## src/rtl/swc_pkg.sv

```systemverilog
// Shared switch-core definitions: port/priority widths, the RTU response
// storage word and a constant log2 helper.
package swc_pkg;

    localparam int c_wrsw_num_ports  = 11;
    localparam int c_wrsw_prio_width = 3;

    typedef struct packed {
        logic [c_wrsw_num_ports-1:0]  mask;
        logic                         drop;
        logic [c_wrsw_prio_width-1:0] prio;
    } t_rtu_rsp;

    // Ceiling log2, usable in constant expressions (f_log2(1) = 0).
    function automatic int f_log2(input int x);
        int r;
        r = 0;
        for (int i = 0; i < 31; i++) begin
            if ((1 << i) < x) begin
                r = i + 1;
            end
        end
        return r;
    endfunction

endpackage

```

## src/rtl/swc_rsp_fifo_mem.sv

```systemverilog
// Register array holding queued RTU responses: one synchronous write port and
// one asynchronous read port so the head entry falls through to the outputs.
module swc_rsp_fifo_mem
    import swc_pkg::*;
#(
    parameter int g_depth      = 4,
    parameter int g_addr_width = 2
) (
    input  logic                    clk,
    input  logic                    we,
    input  logic [g_addr_width-1:0] wr_addr,
    input  t_rtu_rsp                wr_data,
    input  logic [g_addr_width-1:0] rd_addr,
    output t_rtu_rsp                rd_data
);

    t_rtu_rsp mem [g_depth];

    // Storage is deliberately not reset; validity is tracked by the owner's count.
    always_ff @(posedge clk) begin
        if (we) begin
            mem[wr_addr] <= wr_data;
        end
    end

    assign rd_data = mem[rd_addr];

endmodule

```

## src/rtl/swc_rtu_rsp_queue.sv

```systemverilog
// In-order buffer between the RTU and the swc_core response port. Empty masks
// are turned into drops on write, and popped drops are counted (saturating).
module swc_rtu_rsp_queue
    import swc_pkg::*;
#(
    parameter int g_num_ports  = c_wrsw_num_ports,
    parameter int g_prio_width = c_wrsw_prio_width,
    parameter int g_depth      = 4
) (
    input  logic                      clk_i,
    input  logic                      rst_i,

    input  logic                      rtu_rsp_valid_i,
    output logic                      rtu_rsp_ack_o,
    input  logic [g_num_ports-1:0]    rtu_dst_port_mask_i,
    input  logic                      rtu_drop_i,
    input  logic [g_prio_width-1:0]   rtu_prio_i,

    output logic                      rsp_valid_o,
    input  logic                      rsp_ack_i,
    output logic [g_num_ports-1:0]    rsp_dst_port_mask_o,
    output logic                      rsp_drop_o,
    output logic [g_prio_width-1:0]   rsp_prio_o,

    input  logic                      flush_i,
    output logic [f_log2(g_depth):0]  count_o,
    output logic [15:0]               drop_cnt_o
);

    localparam int c_ptr_w = f_log2(g_depth);
    localparam int c_cnt_w = c_ptr_w + 1;
    localparam logic [c_cnt_w-1:0] c_full_count = c_cnt_w'(g_depth);

    logic [c_ptr_w-1:0] rd_ptr;
    logic [c_ptr_w-1:0] wr_ptr;
    logic [c_cnt_w-1:0] count;
    logic [15:0]        drop_cnt;

    logic     full;
    logic     push;
    logic     pop;
    t_rtu_rsp wr_word;
    t_rtu_rsp head;

    // Push ignores pops in the same cycle so the RTU-side ack never depends on rsp_ack_i.
    assign full          = (count == c_full_count);
    assign push          = rtu_rsp_valid_i & ~full & ~flush_i & ~rst_i;
    assign pop           = rsp_valid_o & rsp_ack_i & ~flush_i;
    assign rtu_rsp_ack_o = push;
    assign rsp_valid_o   = (count != '0);

    always_comb begin
        wr_word      = '0;
        wr_word.mask = rtu_dst_port_mask_i;
        wr_word.drop = rtu_drop_i | (rtu_dst_port_mask_i == '0);
        wr_word.prio = rtu_prio_i;
    end

    swc_rsp_fifo_mem #(
        .g_depth      (g_depth),
        .g_addr_width (c_ptr_w)
    ) u_mem (
        .clk     (clk_i),
        .we      (push),
        .wr_addr (wr_ptr),
        .wr_data (wr_word),
        .rd_addr (rd_ptr),
        .rd_data (head)
    );

    // Pointers wrap naturally because the depth is a power of two.
    always_ff @(posedge clk_i or posedge rst_i) begin
        if (rst_i) begin
            rd_ptr <= '0;
            wr_ptr <= '0;
            count  <= '0;
        end else if (flush_i) begin
            rd_ptr <= '0;
            wr_ptr <= '0;
            count  <= '0;
        end else begin
            if (push) begin
                wr_ptr <= wr_ptr + 1'b1;
            end
            if (pop) begin
                rd_ptr <= rd_ptr + 1'b1;
            end
            case ({push, pop})
                2'b10:   count <= count + 1'b1;
                2'b01:   count <= count - 1'b1;
                default: count <= count;
            endcase
        end
    end

    // Statistics survive a flush; only reset clears them.
    always_ff @(posedge clk_i or posedge rst_i) begin
        if (rst_i) begin
            drop_cnt <= '0;
        end else if (pop && head.drop && (drop_cnt != 16'hFFFF)) begin
            drop_cnt <= drop_cnt + 16'd1;
        end
    end

    assign rsp_dst_port_mask_o = head.mask;
    assign rsp_drop_o          = head.drop;
    assign rsp_prio_o          = head.prio;
    assign count_o             = count;
    assign drop_cnt_o          = drop_cnt;

endmodule

```

## config.mk

```make
export PLATFORM = sky130hd
export DESIGN_NAME = swc_rtu_rsp_queue
export DESIGN_NICKNAME = d
export VERILOG_FILES = /design/src/rtl/swc_pkg.sv /design/src/rtl/swc_rsp_fifo_mem.sv /design/src/rtl/swc_rtu_rsp_queue.sv
export SDC_FILE = /design/constraint.sdc
export NUM_CORES = 1
export LEC_CHECK = 0
export BUFFER_PORTS_ARGS = -buffer_cell sky130_fd_sc_hd__buf_2
export CORE_AREA = 2 2 78 80
export CTS_BUF_LIST = sky130_fd_sc_hd__clkbuf_4
export DETAILED_ROUTE_END_ITERATION = 8
export DIE_AREA = 0 0 80 82
export PLACE_DENSITY = 0.88
export SLEW_MARGIN = 20
export SYNTH_ARGS = -nofsm -noshare
export SYNTH_HDL_FRONTEND = slang
export SYNTH_SLANG_ARGS = --single-unit
```

## constraint.sdc

```tcl
create_clock -name clk_i -period 6.8 [get_ports clk_i]
set_input_delay 0.34 -clock clk_i [delete_from_list [all_inputs] [get_ports clk_i]]
set_output_delay 0.34 -clock clk_i [all_outputs]
set_load 0.005 [all_outputs]
```

==> impl_metrics.ini, run 1 <==
[run_status]
outcome = finished, final reports clean

[cells_and_area]
syn_to_final_growth_pct = 13.6
multi_input_area_um2 = 1080
final_cell_mix = 60 x edfxtp_1, 55 x buf_2, 23 x dfrtp_1
final_common_cell = edfxtp_1
drive_above_1_share_pct = 35.4
nNetsFinal = 289
regArea_um2 = 2380
fillerInstances = 407
antennaDiodeCount = 0
post-route-util_pct = 69.5

[routing]
finalWirelength_um = 5930
met3WireLength_um = 254
drt-met1-wl_um = 2510
vias = 1961
firstDrtPassIters = 4
top_layer = met4
drt_iter0_markers = 82
wl_per_cell_um = 17.3
route.met2.wl_um = 3050
final_antenna_net_count = 0
post-route-drc-count = 0
via_per_inst = 5.72

[worst_setup_path]
critPathCaptureType = flip-flop
worstSetupStartpointType = flip-flop
slowest_delay_ns = 0.46
ff2ff_path_depth = 6
critPathKind = reg2reg
worstPathRequired_ns = 7.12
r2r_end = count_o[2]
crit_fanout = 11
reg2reg_slack_ns = 4.49
reg2reg_from = count_o[1]
cp_cell_sequence = nor3b_1 > nor2_1 > nor4bb_1 > fa_1 > mux2i_1 > mux2_2
cp_data_arrival_time_ns = 2.62
critical_path_buf_inv_count = 0
crit_family = simple AND/OR/NAND/NOR gates
crit_path_top_delay_cell = dfrtp_1

[place]
portBuffers = 55
gp_congestion = 0.813
place_hpwl_um = 3970

[timing]
fin_crit_sh_pct = 33.9
finalMaxSlewViolations = 0
min_period_ns = 2.31
whs_ns = 0.0943
clock_skew_ns = 0.0147
finalSetupTns_ns = 0
max_slew_margin_pct = 41.2
max_freq_mhz = 434
tightest_slew_ns = 0.882
setup_viol = 0
hold_viol_final = 0
rsz0062_at_grt = false

[synthesis]
synthArstFlopShare_pct = 27.7
syn_area_um2 = 3520
ys_seq_area_share_pct = 67.6
synth_top_area_share_pct = 51.2
synth_seq_cells = 83
synth_cell_types = 41
synth_flop_cell = edfxtp_1
synth_nets = 229
ys_warn_count = 0
syn_inst = 203
synth_edf_count = 60
avgSynthCellArea_um2 = 17.3
yosysTopAreaCell = edfxtp_1
synth_area_leaders = edfxtp_1 51%, dfrtp_1 16%, mux4_2 6.4%, mux4_1 3.7%, xor2_1 3.0%

[floorplan]
core_area_um2 = 5750
io_pins = 56
die_area_um2 = 6560
dieHeight_um = 82
start_util_pct = 61.2
rows = 28
die_w_um = 80

[cts]
clk_pin_slew_ns = 0.14
htree_levels = 3
clk_latency_ns = 0.43
clk_path_buf_depth = 2
tritoncts = yes
cts_sinks = 83
post-cts-setup-buffers = 0
cts-root-buf = clkbuf_4
numCtsBuffers = 9
postCtsHoldBufs = 0
cts_resized = 0

[global_routing]
grt_pass1_vias = 1983
grt_antenna_before_repair = 0
overflow = 0
grt.total_usage_pct = 19.6
grt_max_degree = 24
grt_pass1_wl_um = 9310

[pwr]
seq_power_share_pct = 53.7
power_density_nw_per_um2 = 281
p_sw_mw = 0.307
p_comb_share_pct = 20.8
power_frac_clock_pct = 25.5
p_int_mw = 0.813
p_leak_nw = 1.60
p_sw_share_pct = 27.4
vdd_drop_max_mv = 0.163

[min_path]
min_path_type = in2async

[job]
maxCapViolations = 0
-- worst max path at each step --
stage / start / end / slack (ns) / cells after the start
2_1_floorplan: flush_i / count_o[2] / 4.46 / 7
3_3_place_gp: flush_i / count_o[2] / 4.21 / 7
3_5_place_dp: flush_i / count_o[2] / 4.11 / 7
4_1_cts: rd_ptr[1] / drop_cnt_o[15] / 4.50 / 4
5_1_grt: count_o[1] / count_o[2] / 4.32 / 6
6_report: count_o[1] / count_o[2] / 4.49 / 6
-- cell type report --
cell class / count / share of cell area [%]
clock buffer: 9 / 1.69
clock inverter: 7 / 1.91
inverter: 5 / 0.470
multi-input combinational: 108 / 27.0
sequential: 83 / 59.5
tap: 75 / 2.35
timing repair buffer: 56 / 7.08
-- worst register-to-register path, stage by stage, from the launching register on --
cell      delay, ns
dfrtp_1        0.46
nor3b_1        0.34
nor2_1         0.23
nor4bb_1       0.37
fa_1           0.25
mux2i_1        0.20
mux2_2         0.34
-- sequential cells by signal (all words and copies together) (netlist names) --
name / cells
u_mem.mem: 60
count_o: 3
rd_ptr: 2
drop_cnt_o: 16
wr_ptr: 2
-- metrics by stage --
stage	power, mW	std cells	worst slack, ns	area [µm²]
floorplan	0.770	203	4.46	3520
global placement	0.843	327	4.21	3850
detailed placement	0.848	327	4.11	3850
CTS	1.13	343	4.50	3990
global route	1.17	343	4.32	3990
finish	1.12	343	4.49	3990
-- power groups by stage --
| stage | Sequential [mW] | Clock [mW] | Combinational, mW |
|---|---|---|---|
| floorplan | 0.604 | 0 | 0.166 |
| global placement | 0.611 | 0 | 0.232 |
| detailed placement | 0.613 | 0 | 0.235 |
| CTS | 0.602 | 0.295 | 0.237 |
| global route | 0.607 | 0.310 | 0.257 |
| finish | 0.602 | 0.286 | 0.233 |
-- Yosys cell counts, types with 3 or more instances --
cell type  number
nor2_1          7
xor2_1         12
nand2_1         7
nor3_1          5
o21ai_0         3
mux4_2         10
mux2_2          6
mux4_1          5
edfxtp_1       60
nand3_1         7
dfrtp_1        23
nor4_1         11
and2_1          4
ha_1            5
inv_1           5
-- logic make-up (layout without fill, tap and decap cells) --
logic type,Yosys count,count (layout),synth area share (%)
DFF,83,83,67.6
and+or+nand+nor,57,57,10.2
muxes,22,22,12.3
xor gates and xnor gates,15,15,4.13
buffers and inverters,12,77,1.78
AOI/OAI and AO/OA,8,8,1.57
adders and majority gates,6,6,2.35
-- metal layers --
metal	global-route usage, %	vias to the layer above
met5	0	-
met4	9.66	0
met3	3.52	11
met2	33.8	52
met1	24.1	980
li1	-	918
Power figures use the tool's default switching activity.
==> inputs of run 2 (changes only) <==
--- a/config.mk
+++ b/config.mk
@@ -6,11 +6,11 @@
 export NUM_CORES = 1
 export LEC_CHECK = 0
 export BUFFER_PORTS_ARGS = -buffer_cell sky130_fd_sc_hd__buf_2
-export CORE_AREA = 2 2 78 80
+export CORE_AREA = 2 2 81 83
 export CTS_BUF_LIST = sky130_fd_sc_hd__clkbuf_4
 export DETAILED_ROUTE_END_ITERATION = 8
-export DIE_AREA = 0 0 80 82
-export PLACE_DENSITY = 0.88
+export DIE_AREA = 0 0 83 85
+export PLACE_DENSITY = 0.82
 export SLEW_MARGIN = 20
 export SYNTH_ARGS = -nofsm -noshare
 export SYNTH_HDL_FRONTEND = slang
==> constraint.sdc (replaced) <==
create_clock -name clk_i -period 2.2 [get_ports clk_i]
set_input_delay 0.11 -clock clk_i [delete_from_list [all_inputs] [get_ports clk_i]]
set_output_delay 0.11 -clock clk_i [all_outputs]
set_load 0.005 [all_outputs]
==> run 2 against run 1 <==
Sequential power grew to 3.1 times the previous value. Core utilization decreased by 1.5 points. Via count grew 6.8%. Global-route usage increased by 0.46 points. Cell area up 5.7%. Clock skew is 0.0061 ns lower. Non-clock buffer count up 28. Hold slack better by 0.099 ns. Cell count is 8.7% higher. First-iteration DRC count rose by 140%. Setup slack got worse by 4.4 ns. Routed wire length grew 9.7%. Critical endpoint unchanged. Largest cell class unchanged. Highest routed layer unchanged.
==> impl_metrics.ini, run 2 (same netlist as run 1, synthesis figures left out) <==
[run_status]
outcome = finished, final reports clean

[min_path]
hp-start = rsp_ack_i
min_path_type = in2reg
min_path_cells = 4
hold_end = drop_cnt_o[12]

[worst_setup_path]
ff2ff_path_depth = 6
reg2reg_from = count_o[1]
worstPathRequired_ns = 2.51
cp_data_arrival_time_ns = 2.41
worstSetupStartpointType = input port
r2r_end = count_o[2]
critPathKind = in2reg
critPathCaptureType = flip-flop
reg2reg_slack_ns = 0.14
crit_fanout = 3

[routing]
finalWirelength_um = 6510
wl_per_cell_um = 17.4
final_antenna_net_count = 0
post-route-drc-count = 0
drt_iter0_markers = 195
via_per_inst = 5.62
vias = 2095
firstDrtPassIters = 4

[global_routing]
grt_max_degree = 24
grt_antenna_before_repair = 0
grt_pass1_wl_um = 10800
grt_pass1_vias = 2182
grt.total_usage_pct = 20.1
overflow = 0

[floorplan]
start_util_pct = 56.7
core_area_um2 = 6200
die_w_um = 83
io_pins = 56
rows = 29
dieHeight_um = 85
die_area_um2 = 7060

[cts]
clk_path_buf_depth = 2
clk_pin_slew_ns = 0.13
cts-root-buf = clkbuf_4
clk_latency_ns = 0.41
cts_sinks = 83
tritoncts = yes
htree_levels = 3
post-cts-setup-buffers = 0
numCtsBuffers = 9

[pwr]
p_sw_mw = 0.923
power_frac_clock_pct = 21.7
power_density_nw_per_um2 = 803
vdd_drop_max_mv = 0.468
p_leak_nw = 1.73
p_int_mw = 2.47
seq_power_share_pct = 54.5
p_sw_share_pct = 27.2
p_comb_share_pct = 23.8

[timing]
finalSetupTns_ns = 0
clock_skew_ns = 0.00858
max_slew_margin_pct = 40.4
tightest_slew_ns = 0.893
fin_crit_sh_pct = 95.6
fin_ws_ns = 0.0975
max_freq_mhz = 476
hold_viol_final = 0
setup_viol = 0
min_period_ns = 2.10
rsz0062_at_grt = false
finalMaxSlewViolations = 0

[cells_and_area]
regArea_um2 = 2380
fillerInstances = 424
regMostFlops = u_mem.mem
nNetsFinal = 317
drive_above_1_share_pct = 35.8
final_cell_mix = 60 x edfxtp_1, 55 x buf_2, 23 x dfrtp_1
largest_reg_flops = 60
syn_to_final_growth_pct = 20.0
final_common_cell = edfxtp_1
multi_input_area_um2 = 1080
antennaDiodeCount = 0

[place]
gp_congestion = 0.774
place_hpwl_um = 4230
dp_slack_ns = 0.0247
portBuffers = 55

[job]
maxCapViolations = 0
-- run 2: changes by cell type in the layout (fill, tap and decap cells not counted), sizes merged --
cell         before  now
clkbuf            9   11
bufinv            1    0
dlygate4sd3       0   17
clkinvlp          2    1
buf              56   67
-- run 2: worst max-delay path, stage by stage --
cell,delay [ns]
dlygate4sd3_1,0.56
buf_2,0.13
or3b_2,0.50
nor2_1,0.14
nor4bb_1,0.08
fa_1,0.38
mux2i_1,0.17
mux2_2,0.34
-- run 2: stage by stage --
| stage | cells | instance area (µm²) | utilization [%] | hold slack (ns) | power (mW) |
|---|---|---|---|---|---|
| 6_report | 373 | 4220 | 68.0 | 0.193 | 3.39 |
| 3_5_place_dp | 340 | 3930 | 63.4 | 0.331 | 2.67 |
| 2_1_floorplan | 203 | 3520 | - | 0.112 | 2.38 |
| 5_1_grt | 373 | 4220 | 68.0 | 0.205 | 3.57 |
| 4_1_cts | 373 | 4220 | 67.9 | 0.170 | 3.43 |
| 3_3_place_gp | 340 | 3930 | 63.4 | 0.326 | 2.64 |
-- run 2: power groups by stage --
| stage | sequential, mW | combinational, mW | clock, mW |
|---|---|---|---|
| after floorplan | 1.87 | 0.515 | 0 |
| after global placement | 1.87 | 0.766 | 0 |
| after detailed placement | 1.88 | 0.789 | 0 |
| after CTS | 1.85 | 0.816 | 0.769 |
| after global routing | 1.86 | 0.874 | 0.834 |
| final | 1.85 | 0.806 | 0.736 |
-- run 2: routing by layer --
layer  wire length (µm)  global-route usage, %  vias up
li1                   -                      -      977
met1               2740                   26.2     1036
met3                334                   4.77       10
met2               3310                   33.1       72
met5                  0                      0        -
met4                123                   7.90        0
-- run 2: how the worst max path moves through the flow --
stage | cells past startpoint | to | startpoint
after detailed placement | 6 | count_o[2] | count_o[1]
after CTS | 6 | count_o[2] | count_o[1]
after floorplan | 7 | count_o[2] | count_o[1]
after global placement | 6 | count_o[2] | count_o[1]
final | 8 | count_o[2] | flush_i
after global routing | 6 | count_o[2] | count_o[1]
-- run 2: cell type report --
type / count / area share, %
Clock buffer: 11 / 1.96
Timing Repair Buffer: 84 / 12.7
Tap cell: 77 / 2.28
Inverter: 5 / 0.445
Multi-Input combinational cell: 108 / 25.6
Clock inverter: 5 / 0.682
Sequential cell: 83 / 56.3
-- run 2: repair_timing --
action	4_1_cts	5_1_grt
endpoints found under the hold margin	84	0
gates resized for setup	0	1
hold buffers	17	0
setup endpoints to repair	0	2
==> inputs of run 3 (changes only) <==
--- a/config.mk
+++ b/config.mk
@@ -10,7 +10,7 @@
 export CTS_BUF_LIST = sky130_fd_sc_hd__clkbuf_4
 export DETAILED_ROUTE_END_ITERATION = 8
 export DIE_AREA = 0 0 83 85
-export PLACE_DENSITY = 0.82
+export PLACE_DENSITY = 0.85
 export SLEW_MARGIN = 20
 export SYNTH_ARGS = -nofsm -noshare
 export SYNTH_HDL_FRONTEND = slang
==> run 3 against run 2 <==
Maximum frequency shrank 0.17%. First-iteration DRC count is 39% lower. Largest power group unchanged. Combinational power barely moved. Sequential share of layout area decreased by 0.40 points. Clock power grew 22%. Largest cell class unchanged. Highest routed layer unchanged. Register-to-register slack lost 0.02 ns. Core utilization up 0.48 points. Cell area grew 0.71%.
==> impl_metrics.ini, run 3 (same netlist as run 1, synthesis figures left out) <==
[run_status]
outcome = finished, final reports clean

[timing]
finalMaxSlewViolations = 0
fin_crit_sh_pct = 95.7
fin_ws_ns = 0.0940
max_slew_margin_pct = 43.0
clock_skew_ns = 0.0154
whs_ns = 0.0308
finalSetupTns_ns = 0
tightest_slew_ns = 0.855
max_freq_mhz = 475
min_period_ns = 2.11
rsz0062_at_grt = false
setup_viol = 0
hold_viol_final = 0

[routing]
drt_iter0_markers = 119
finalWirelength_um = 6410
final_antenna_net_count = 0
via_per_inst = 5.64
firstDrtPassIters = 4
vias = 2099
wl_per_cell_um = 17.2
post-route-drc-count = 0

[min_path]
min_path_type = in2reg

[pwr]
finalPower_mw = 3.56
p_leak_nw = 1.73
vdd_drop_max_mv = 0.625
power_density_nw_per_um2 = 838

[floorplan]
die_area_um2 = 7060
start_util_pct = 56.7
dieHeight_um = 85
io_pins = 56
core_area_um2 = 6200
rows = 29
die_w_um = 83

[job]
maxCapViolations = 0

[place]
gp_congestion = 0.830
dp_slack_ns = 0.0783
place_inst = 339
place_hpwl_um = 4110
portBuffers = 55
place_area_um2 = 3930

[cts]
htree_levels = 3
cts-root-buf = clkbuf_4
clk_path_buf_depth = 2
clk_pin_slew_ns = 0.13
cts_sinks = 83
clk_latency_ns = 0.42
tritoncts = yes
post-cts-setup-buffers = 0
numCtsBuffers = 9

[worst_setup_path]
crit_fanout = 3
critPathCaptureType = flip-flop
slowest_delay_ns = 0.53
critPathKind = in2reg
cp_cell_sequence = dlygate4sd3_1 > buf_2 > or3b_2 > nor2_1 > nor4bb_2 > fa_1 > mux2i_1 > mux2_2
crit_path_top_delay_cell = dlygate4sd3_1
worstPathRequired_ns = 2.51
worstSetupStartpointType = input port
cp_data_arrival_time_ns = 2.41

[cells_and_area]
largest_reg_flops = 60
drive_above_1_share_pct = 36.4
final_cell_mix = 60 x edfxtp_1, 55 x buf_2, 23 x dfrtp_1
post-route-util_pct = 68.5
syn_to_final_growth_pct = 20.9
finalNonFillerCells = 372
nNetsFinal = 315
regMostFlops = u_mem.mem
final_common_cell = edfxtp_1
stdcell_area_um2 = 4250

[global_routing]
grt_max_degree = 24
grt_antenna_before_repair = 1
grt.total_usage_pct = 19.1
grt_pass1_wl_um = 10200
overflow = 0
grt_pass1_vias = 2102
run 3: final timing paths:
path / depth (start not counted) / to / from / slack [ns]
worst max-delay path: 8 / count_o[2] / flush_i / 0.09
worst min-delay path: 2 / u_mem.mem[3][3] / rtu_drop_i / 0.03
worst max register to register: 5 / count_o[2] / count_o[0] / 0.12
worst min register to register: 1 / drop_cnt_o[8] / drop_cnt_o[8] / 0.51
max in group asynchronous: 3 / drop_cnt_o[8] / rst_i / 1.25
min in group asynchronous: 3 / wr_ptr[0] / rst_i / 0.42
run 3: where the power goes:
| part | leakage [nW] | total, mW | internal (mW) | switching [mW] |
|---|---|---|---|---|
| clock | 0.0751 | 0.901 | 0.364 | 0.538 |
| sequential | 0.852 | 1.85 | 1.76 | 0.0898 |
| combinational | 0.802 | 0.806 | 0.451 | 0.355 |
run 3: metal layers:
metal	vias up	global-route usage [%]	share of wire, %
li1	976	-	-
met1	1041	23.3	40
met2	67	32.6	53
met3	15	3.40	4.0
met4	0	10.9	2.6
met5	-	0	0
run 3: worst max-delay path, delay by kind of cell:
family        cells  cell delay (ns)
buf+inv           2             0.66
fa+ha+maj         1             0.38
simple gates      3             0.74
mux               2             0.52
run 3: area by class of cell:
| class | instances | area [µm²] |
|---|---|---|
| inverter | 5 | 18.8 |
| tap | 77 | 96.3 |
| fill | 419 | 1950 |
| timing repair buffer | 82 | 518 |
| multi-input combinational | 108 | 1090 |
| clock inverter | 7 | 82.6 |
| clock buffer | 9 | 67.6 |
| sequential | 83 | 2380 |
| antenna | 1 | 2.50 |
run 3: timing repair:
item                                    4_1_cts  5_1_grt
hold endpoints to repair                     83        0
resized for setup                             0        2
hold buffers                                 16        0
endpoints found under the setup margin        0        2
